## src/rtl/bullet_engine.sv

```systemverilog
// bullet_engine: per-tank bullet controller (spawn, move, explode, cooldown).
// Ports: clk_i/reset_ni (sync, active-low), frame_tick_i, fire_i, tank_*_i,
// explose_i, pixel_*_i in; bullet/explosion pixel masks, status, position out.
module bullet_engine #(
  parameter int SCREEN_W        = 640,
  parameter int SCREEN_H        = 480,
  parameter int TANK_SIZE       = 16,
  parameter int BULLET_SIZE     = 4,
  parameter int SPEED           = 2,
  parameter int EXPLODE_FRAMES  = 8,
  parameter int COOLDOWN_FRAMES = 16
) (
  input  logic       clk_i,
  input  logic       reset_ni,
  input  logic       frame_tick_i,
  input  logic       fire_i,
  input  logic [9:0] tank_x_i,
  input  logic [9:0] tank_y_i,
  input  logic [1:0] tank_dir_i,
  input  logic       tank_alive_i,
  input  logic       explose_i,
  input  logic [9:0] pixel_x_i,
  input  logic [9:0] pixel_y_i,
  output logic       bullet_pixel_o,
  output logic       explosion_pixel_o,
  output logic       bullet_active_o,
  output logic       busy_o,
  output logic       fire_ack_o,
  output logic [9:0] bullet_x_o,
  output logic [9:0] bullet_y_o,
  output logic [1:0] bullet_dir_o
);

  localparam int MAXF = (EXPLODE_FRAMES > COOLDOWN_FRAMES) ?
                        EXPLODE_FRAMES : COOLDOWN_FRAMES;
  localparam int CW = $clog2(MAXF + 1);

  localparam logic signed [10:0] L_HALF = 11'((TANK_SIZE - BULLET_SIZE) / 2);
  localparam logic signed [10:0] L_TS   = 11'(TANK_SIZE);
  localparam logic signed [10:0] L_BS   = 11'(BULLET_SIZE);
  localparam logic signed [10:0] L_SPD  = 11'(SPEED);
  localparam logic signed [10:0] L_XMAX = 11'(SCREEN_W - BULLET_SIZE);
  localparam logic signed [10:0] L_YMAX = 11'(SCREEN_H - BULLET_SIZE);
  localparam logic signed [11:0] L_EOFF = 12'(BULLET_SIZE / 2);
  localparam logic signed [11:0] L_EW   = 12'(2 * BULLET_SIZE);
  localparam logic [CW-1:0]      L_ELST = CW'(EXPLODE_FRAMES - 1);
  localparam logic [CW-1:0]      L_CLST = CW'(COOLDOWN_FRAMES - 1);

  typedef enum logic [1:0] {
    S_IDLE, S_FLY, S_EXP, S_COOL
  } state_t;

  state_t          r_state, w_state_nxt;
  logic [CW-1:0]   r_cnt, w_cnt_nxt;
  logic [9:0]      r_x, r_y, w_x_nxt, w_y_nxt;
  logic [1:0]      r_dir, w_dir_nxt;
  logic            r_ack, w_ack_nxt;
  logic            r_bpix, r_epix;

  logic signed [10:0] w_tx, w_ty, w_bx, w_by;
  logic signed [10:0] w_sx, w_sy, w_mx, w_my;
  logic               w_out;
  logic               w_bhit, w_ehit;
  logic signed [11:0] w_px, w_py, w_ex, w_ey;

  function automatic logic [9:0] clamp(
    input logic signed [10:0] v,
    input logic signed [10:0] hi
  );
    if (v < 0)       return '0;
    else if (v > hi) return hi[9:0];
    else             return v[9:0];
  endfunction

  assign w_tx = signed'({1'b0, tank_x_i});
  assign w_ty = signed'({1'b0, tank_y_i});
  assign w_bx = signed'({1'b0, r_x});
  assign w_by = signed'({1'b0, r_y});

  always_comb begin
    w_sx = w_tx;
    w_sy = w_ty;
    unique case (tank_dir_i)
      2'd0: begin w_sx = w_tx + L_HALF; w_sy = w_ty - L_BS;   end
      2'd1: begin w_sx = w_tx + L_TS;   w_sy = w_ty + L_HALF; end
      2'd2: begin w_sx = w_tx + L_HALF; w_sy = w_ty + L_TS;   end
      2'd3: begin w_sx = w_tx - L_BS;   w_sy = w_ty + L_HALF; end
      default: ;
    endcase
  end

  always_comb begin
    w_mx = w_bx;
    w_my = w_by;
    unique case (r_dir)
      2'd0: w_my = w_by - L_SPD;
      2'd1: w_mx = w_bx + L_SPD;
      2'd2: w_my = w_by + L_SPD;
      2'd3: w_mx = w_bx - L_SPD;
      default: ;
    endcase
  end

  assign w_out = (w_mx < 0) || (w_mx > L_XMAX) ||
                 (w_my < 0) || (w_my > L_YMAX);

  always_comb begin
    w_state_nxt = r_state;
    w_cnt_nxt   = r_cnt;
    w_x_nxt     = r_x;
    w_y_nxt     = r_y;
    w_dir_nxt   = r_dir;
    w_ack_nxt   = 1'b0;
    unique case (r_state)
      S_IDLE: begin
        if (fire_i && tank_alive_i) begin
          w_state_nxt = S_FLY;
          w_dir_nxt   = tank_dir_i;
          w_x_nxt     = clamp(w_sx, L_XMAX);
          w_y_nxt     = clamp(w_sy, L_YMAX);
          w_ack_nxt   = 1'b1;
        end
      end
      S_FLY: begin
        // a hit freezes the bullet even on a tick cycle
        if (explose_i) begin
          w_state_nxt = S_EXP;
          w_cnt_nxt   = '0;
        end else if (frame_tick_i) begin
          w_x_nxt = clamp(w_mx, L_XMAX);
          w_y_nxt = clamp(w_my, L_YMAX);
          if (w_out) begin
            w_state_nxt = S_EXP;
            w_cnt_nxt   = '0;
          end
        end
      end
      S_EXP: begin
        if (frame_tick_i) begin
          if (r_cnt == L_ELST) begin
            w_state_nxt = S_COOL;
            w_cnt_nxt   = '0;
          end else begin
            w_cnt_nxt = r_cnt + 1'b1;
          end
        end
      end
      S_COOL: begin
        if (frame_tick_i) begin
          if (r_cnt == L_CLST) begin
            w_state_nxt = S_IDLE;
            w_cnt_nxt   = '0;
          end else begin
            w_cnt_nxt = r_cnt + 1'b1;
          end
        end
      end
      default: w_state_nxt = S_IDLE;
    endcase
  end

  assign w_bhit = ({1'b0, pixel_x_i} >= {1'b0, r_x}) &&
                  ({1'b0, pixel_x_i} <  {1'b0, r_x} + L_BS) &&
                  ({1'b0, pixel_y_i} >= {1'b0, r_y}) &&
                  ({1'b0, pixel_y_i} <  {1'b0, r_y} + L_BS);

  // signed so a box hanging off the top/left edge does not wrap
  assign w_px = signed'({2'b0, pixel_x_i});
  assign w_py = signed'({2'b0, pixel_y_i});
  assign w_ex = signed'({2'b0, r_x}) - L_EOFF;
  assign w_ey = signed'({2'b0, r_y}) - L_EOFF;
  assign w_ehit = (w_px >= w_ex) && (w_px < w_ex + L_EW) &&
                  (w_py >= w_ey) && (w_py < w_ey + L_EW);

  always_ff @(posedge clk_i) begin
    if (!reset_ni) begin
      r_state <= S_IDLE;
      r_cnt   <= '0;
      r_x     <= '0;
      r_y     <= '0;
      r_dir   <= '0;
      r_ack   <= 1'b0;
      r_bpix  <= 1'b0;
      r_epix  <= 1'b0;
    end else begin
      r_state <= w_state_nxt;
      r_cnt   <= w_cnt_nxt;
      r_x     <= w_x_nxt;
      r_y     <= w_y_nxt;
      r_dir   <= w_dir_nxt;
      r_ack   <= w_ack_nxt;
      r_bpix  <= (r_state == S_FLY) && w_bhit;
      r_epix  <= (r_state == S_EXP) && w_ehit;
    end
  end

  assign bullet_pixel_o    = r_bpix;
  assign explosion_pixel_o = r_epix;
  assign bullet_active_o   = (r_state == S_FLY);
  assign busy_o            = (r_state != S_IDLE);
  assign fire_ack_o        = r_ack;
  assign bullet_x_o        = r_x;
  assign bullet_y_o        = r_y;
  assign bullet_dir_o      = r_dir;

endmodule
```

## config.mk

```make
export PLATFORM = sky130hd
export DESIGN_NAME = bullet_engine
export DESIGN_NICKNAME = d
export VERILOG_FILES = /design/src/rtl/bullet_engine.sv
export SDC_FILE = /design/constraint.sdc
export NUM_CORES = 1
export LEC_CHECK = 0
export ABC_AREA = 1
export CAP_MARGIN = 10
export CORE_MARGIN = 5
export CORE_UTILIZATION = 53
export CTS_CLUSTER_DIAMETER = 200
export DETAILED_ROUTE_END_ITERATION = 10
export PLACE_DENSITY = 0.79
export RECOVER_POWER = 100
export SKIP_LAST_GASP = 1
export SYNTH_ARGS = -nofsm -noshare
export SYNTH_HDL_FRONTEND = slang
export SYNTH_SLANG_ARGS = --single-unit
```

## constraint.sdc

```tcl
create_clock -name clk_i -period 2.8 [get_ports clk_i]
set_input_delay 0.84 -clock clk_i [delete_from_list [all_inputs] [get_ports clk_i]]
set_output_delay 0.84 -clock clk_i [all_outputs]
set_load 0.02 [all_outputs]
```

==> results of run 1 <==
critical path: cells and delay by family:
family | cells | cell delay, ns
AO/OA/AOI/OAI | 2 | 0.21
buffers and inverters | 3 | 0.71
AND/OR/NAND/NOR | 10 | 1.07
cell type report:
type / instances / area [um2] / area share
clock buffer: 7 / 153 / 0.0191
tap: 143 / 179 / 0.0224
sequential: 32 / 644 / 0.0805
inverter: 142 / 538 / 0.0672
multi-input combinational: 853 / 5100 / 0.637
timing repair buffer: 160 / 1390 / 0.174
stage by stage:
step	instances	power, W
after detailed placement	1327	0.00740
after floorplan	1046	0.00547
final	1337	0.00838
after global routing	1337	0.00932
after CTS	1334	0.00804
after global placement	1327	0.00722
registers in the layout (all words and copies together) (netlist names):
signal             flops
bullet_dir_o           2
bullet_pixel_o         1
bullet_x_o            10
bullet_y_o            10
explosion_pixel_o      1
fire_ack_o             1
r_cnt                  5
r_state                2
how the worst max path moves through the flow:
stage	startpoint	endpoint	slack, ns	depth (start not counted)
after floorplan	bullet_x_o[1]	explosion_pixel_o	0.009	21
after global routing	bullet_x_o[2]	explosion_pixel_o	-0.05	19
after CTS	bullet_y_o[2]	explosion_pixel_o	0.0008	17
final	tank_y_i[3]	bullet_y_o[6]	0.16	15
after global placement	tank_y_i[2]	bullet_y_o[6]	-0.14	13
after detailed placement	tank_y_i[2]	bullet_y_o[1]	-0.17	15
power groups by stage:
| stage | Clock, W | Combinational, W | Sequential (W) |
|---|---|---|---|
| 2_1_floorplan | 0 | 0.00450 | 0.000971 |
| 3_3_place_gp | 0 | 0.00629 | 0.000934 |
| 5_1_grt | 0.000601 | 0.00776 | 0.000964 |
| 6_report | 0.000582 | 0.00686 | 0.000943 |
| 3_5_place_dp | 0 | 0.00647 | 0.000934 |
| 4_1_cts | 0.000580 | 0.00653 | 0.000926 |
timing repair:
item                                    CTS  global route
gates resized for setup                   3            49
gates cloned                              0             0
endpoints found under the setup margin    1            21
setup buffers                             0             3
pin swaps                                 0             9
cell families (layout without fill, tap and decap cells):
logic type,count (synthesis),after routing
buffers and inverters,161,309
xor gates and xnor gates,29,29
adders and majority gates,100,100
and+or+nand+nor,569,569
DFF,32,32
AOI/OAI and AO/OA,155,155
routing by layer:
layer  global-route usage  part of all wire
met5                    0                 0
met1                0.339              0.45
met4               0.0767             0.025
met2                0.437              0.47
met3               0.0334             0.061
cells in the final DEF, fill, tap and decap left out, drive strengths merged, types with 2 or more instances in the layout:
cell type        n
a21boi           2
inv            141
o21a             2
dfxtp           32
clkbuf           9
nand2          279
or2              3
nor3            15
xor2            24
nor4             3
a22oi            2
a31oi            7
nand3b           4
o2111ai          2
o31ai            4
and2             3
dlymetal6s2s     4
xnor2            5
nor2           121
ha             100
nand4           26
a211oi           5
o211ai           6
o21ai           62
o21bai           5
a21oi           56
dlygate4sd3      7
nand3          112
buf             84
clkdlybuf4s50   63
==> run summary, run 1 <==
run status: finished clean
Critical Path Sink Type: flip-flop
Post-synth top cells: nand2_1, inv_1, nand3_1
worst rel slew slack: 0.353
Critical Path AT: 2.82 ns
RSZ-0062 raised after global routing: true
clk slew on worst S/H paths: 0.06 ns
Achievable Freq: 378 MHz
dpl cell area: 0.00768 mm2
Synth Area in Adders: 0.201
syn_nets: 1194
I/O Pins: 75
Post-Synth XOR/XNOR Area: 0.0408
CP Max Fanout: 9
synthesized cell area: 0.00622 mm2
H-tree levels: 2
sequential fraction of design power: 0.113
highest-delay cell along the critical path: clkdlybuf4s50_1
Initial Util: 0.542
Leakage: 4.05 nW
critical setup path kind: primary input to flip-flop
startpoint of the worst hold path: r_cnt[3]
CTS Sinks: 32
DP Worst Slack: -0.170 ns
Pint: 0.00371 W
post-route setup TNS: 0 ns
Final Skew: 0.00738 ns
Root Buffer: clkbuf_16
Peak VDD IR: 0.970 mV
Switching Share: 0.557
largest net degree at the start of global routing: 26
post-layout min period: 2.64 ns
setup ws final: 0.155 ns
DRT Pass-1 Iters: 7
GR Util All Layers: 0.257
compound-cell area share of the yosys netlist: 0.144
post-layout util: 0.698
die height: 118 um
Seq/Total Area, Yosys: 0.103
Antenna diodes: 0
CP most frequent cell: nand2_1
Syn Area/Cell: 5.95 um2
top cell type's share of synthesized area: 0.201
final hold viol count: 0
ANT nets after route: 0
synth top area cells: ha_1, nand2_1, dfxtp_1
die area: 0.0140 mm2
Final period util: 0.945
vias in the first global route: 6705
filler instances: 1048
Hold Path End: r_cnt[3]
CTS Buf Count: 5
share of layout cells above drive strength 1: 0.151
synth unique cells: 49
CTS tree: yes
HPWL after detailed placement: 15.2 mm
synth warn: 0
Clock Power Share: 0.069
Max-Cap Viols: 0
final design instance area without fill: 0.00800 mm2
number of synthesized flops with an enable pin: 0
routed wire length per instance: 14.0 um
gr ovfl total: 0
asr flop ratio synth: 0
Comb power frac: 0.818
worst path required time: 2.97 ns
cells along the critical path: clkdlybuf4s50_1 > inv_1 > nand3_1 > nor2_1 > nand2_1 > nor2_1 > nand2_1 > nand2_1 > nand3_1 > nand2_2 > nand2_1 > a21oi_1 > nand2_1 > o211ai_1 > inv_1
Final Max Tran Viols: 0
GPL Wtd Cong: 0.985
initial antenna violation count: 0
R2R Setup Slk: 0.18 ns
max incr delay on CP: 0.49 ns
post-DR vias/cell: 5.46
Yosys reg bits: 32
row count: 39
Hold Path Depth: 2
Clk Latency, worst-skew pair: 0.28 ns
area leader, netlist: ha_1
slew at the pin with the worst max-slew slack: 0.971 ns
mux contribution to synthesized area: 0
worst hold path class: flip-flop to flip-flop
r2r startpoint: bullet_y_o[2]
Setup crit start kind: primary input
Starting DRT DRC Count: 513
Core Region: 0.0115 mm2
DRT Wirelength: 18.7 mm
drt drc: 0
hold_buf cts: 0
Die X: 118 um
area grow syn2layout: 28.7%
post-synthesis simple-gate area fraction: 0.409
Port Buffers: 74
first-pass GRT wire length: 31.1 mm
Post-Synthesis Cells: 1046
FF-to-FF path depth: 17
most frequent cell after synthesis: nand2_1
hold slack: 0.502 ns
Net Sw Power: 0.00467 W
largest family of logic cells by synthesized area: simple AND/OR/NAND/NOR gates
power density over the cells: 1050 mW/mm2
RR Endpoint: explosion_pixel_o
Primary FF master, synth: dfxtp_1
Clock Tree Buf Depth: 2
Vias: 7306
Post-layout nets: 1342
# setup viols final: 0
Power figures use the tool's default switching activity.
==> inputs of run 2 (changes only) <==
RECOVER_POWER = not set   (was 100)
SKIP_CTS_REPAIR_TIMING = 1   (was not set)
==> run summary, run 2 (same netlist as run 1, synthesis figures left out) <==
critical setup path kind: flip-flop to flip-flop
Starting DRT DRC Count: 504
first-pass GRT wire length: 31.1 mm
Critical Path AT: 2.86 ns
post-DR vias/cell: 5.43
I/O Pins: 75
Final Max Tran Viols: 0
GR Util All Layers: 0.257
Peak VDD IR: 0.970 mV
area grow syn2layout: 30.5%
share of layout cells above drive strength 1: 0.159
Hold Path Depth: 2
FF-to-FF path depth: 20
Clk Latency, worst-skew pair: 0.28 ns
ANT nets after route: 0
DRT Wirelength: 18.7 mm
r2r startpoint: bullet_x_o[2]
Achievable Freq: 377 MHz
Critical Path Sink Type: flip-flop
vias in the first global route: 6705
Final period util: 0.946
run status: finished clean
crit-path leading delay family: simple AND/OR/NAND/NOR gates
Core Region: 0.0115 mm2
routed wire length per instance: 13.9 um
max incr delay on CP: 0.35 ns
RSZ-0062 raised after global routing: true
final hold viol count: 0
largest net degree at the start of global routing: 26
Hold Path End: r_cnt[3]
row count: 39
slew at the pin with the worst max-slew slack: 0.487 ns
clk slew on worst S/H paths: 0.05 ns
drt drc: 0
Initial Util: 0.542
CTS Sinks: 32
GPL Wtd Cong: 0.985
H-tree levels: 2
gr ovfl total: 0
worst rel slew slack: 0.675
Vias: 7267
Port Buffers: 74
Final Skew: 0.00777 ns
RR Endpoint: explosion_pixel_o
power density over the cells: 1060 mW/mm2
setup ws final: 0.150 ns
Clock Tree Buf Depth: 2
commonest non-fill, non-tap cell in the layout: nand2_1
# setup viols final: 0
CTS Buf Count: 5
CTS tree: yes
CP most frequent cell: nand2_1
post-layout min period: 2.65 ns
Post-layout nets: 1344
DP Worst Slack: -0.170 ns
DRT Pass-1 Iters: 7
Root Buffer: clkbuf_16
CP Max Fanout: 5
R2R Setup Slk: 0.15 ns
initial antenna violation count: 0
filler instances: 1019
HPWL after detailed placement: 15.2 mm
die height: 118 um
worst hold path class: flip-flop to flip-flop
Worst Path Buf+Inv: 2
Tot Pwr: 0.00864 W
cells along the critical path: clkinvlp_4 > ha_4 > nand2_4 > nand2_1 > nand2_2 > and2_4 > ha_4 > nand2_1 > nor2_1 > nand2_1 > buf_4 > nor2_1 > nand2_1 > nand2_2 > ha_4 > a21oi_2 > nand2_1 > nand3_1 > nand3_1 > nor2_1
Die X: 118 um
die area: 0.0140 mm2
highest-delay cell along the critical path: dfxtp_2
Setup crit start kind: flip-flop
worst path required time: 3.01 ns
Leakage: 4.06 nW
startpoint of the worst hold path: r_cnt[3]
most frequent cells in the layout: nand2_1, inv_1, nand3_1, nor2_1, ha_1
Antenna diodes: 0
Max-Cap Viols: 0
[run 2: changes by cell type in the layout (fill, tap and decap cells not counted), sizes merged]
cell | previous run | this run
clkinvlp | 0 | 1
clkbuf | 9 | 7
clkdlybuf4s50 | 63 | 70
buf | 84 | 88
dlygate4sd3 | 7 | 0
inv | 141 | 140
[run 2: metrics by stage]
step | hold WS [ns] | util | std cells | cell area, um2 | setup TNS (ns)
6_report | 0.502 | 0.708 | 1339 | 8120 | 0
5_1_grt | 0.524 | 0.708 | 1339 | 8120 | -0.139
4_1_cts | 0.502 | 0.683 | 1334 | 7840 | -0.117
3_5_place_dp | 0.495 | 0.670 | 1327 | 7680 | -2.54
3_3_place_gp | 0.493 | 0.670 | 1327 | 7680 | -1.63
2_1_floorplan | 0.478 | - | 1046 | 6240 | 0
[run 2: worst min-delay path: stages (launching register included)]
cell	delay, ns
dfxtp_1	0.32
nor2_1	0.10
nor2_1	0.05
[run 2: final cells by class]
cell class | count | area (um2) | share of cell area
Multi-Input combinational cell | 853 | 5190 | 0.639
Inverter | 142 | 539 | 0.0664
Sequential cell | 32 | 644 | 0.0794
Timing Repair Buffer | 162 | 1420 | 0.174
Clock buffer | 7 | 153 | 0.0188
Tap cell | 143 | 179 | 0.0220
[run 2: worst max-delay path by stage]
stage | startpoint | end | depth (start not counted)
final | bullet_x_o[2] | explosion_pixel_o | 20
after global routing | bullet_x_o[2] | explosion_pixel_o | 17
after CTS | bullet_x_o[2] | explosion_pixel_o | 19
after detailed placement | tank_y_i[2] | bullet_y_o[1] | 15
after global placement | tank_y_i[2] | bullet_y_o[6] | 13
after floorplan | bullet_x_o[1] | explosion_pixel_o | 21
[run 2: per-layer routing]
layer,up-vias,global-route usage,part of all wire
met5,-,0,0
met4,0,0.0767,0.020
met3,31,0.0334,0.064
met2,237,0.437,0.47
met1,3227,0.339,0.45
li1,3772,-,-
[run 2: power breakdown]
group / total, W / internal, W / switching, W
Sequential: 0.000946 / 0.000636 / 0.000309
Clock: 0.000580 / 0.000373 / 0.000207
Combinational: 0.00711 / 0.00286 / 0.00426
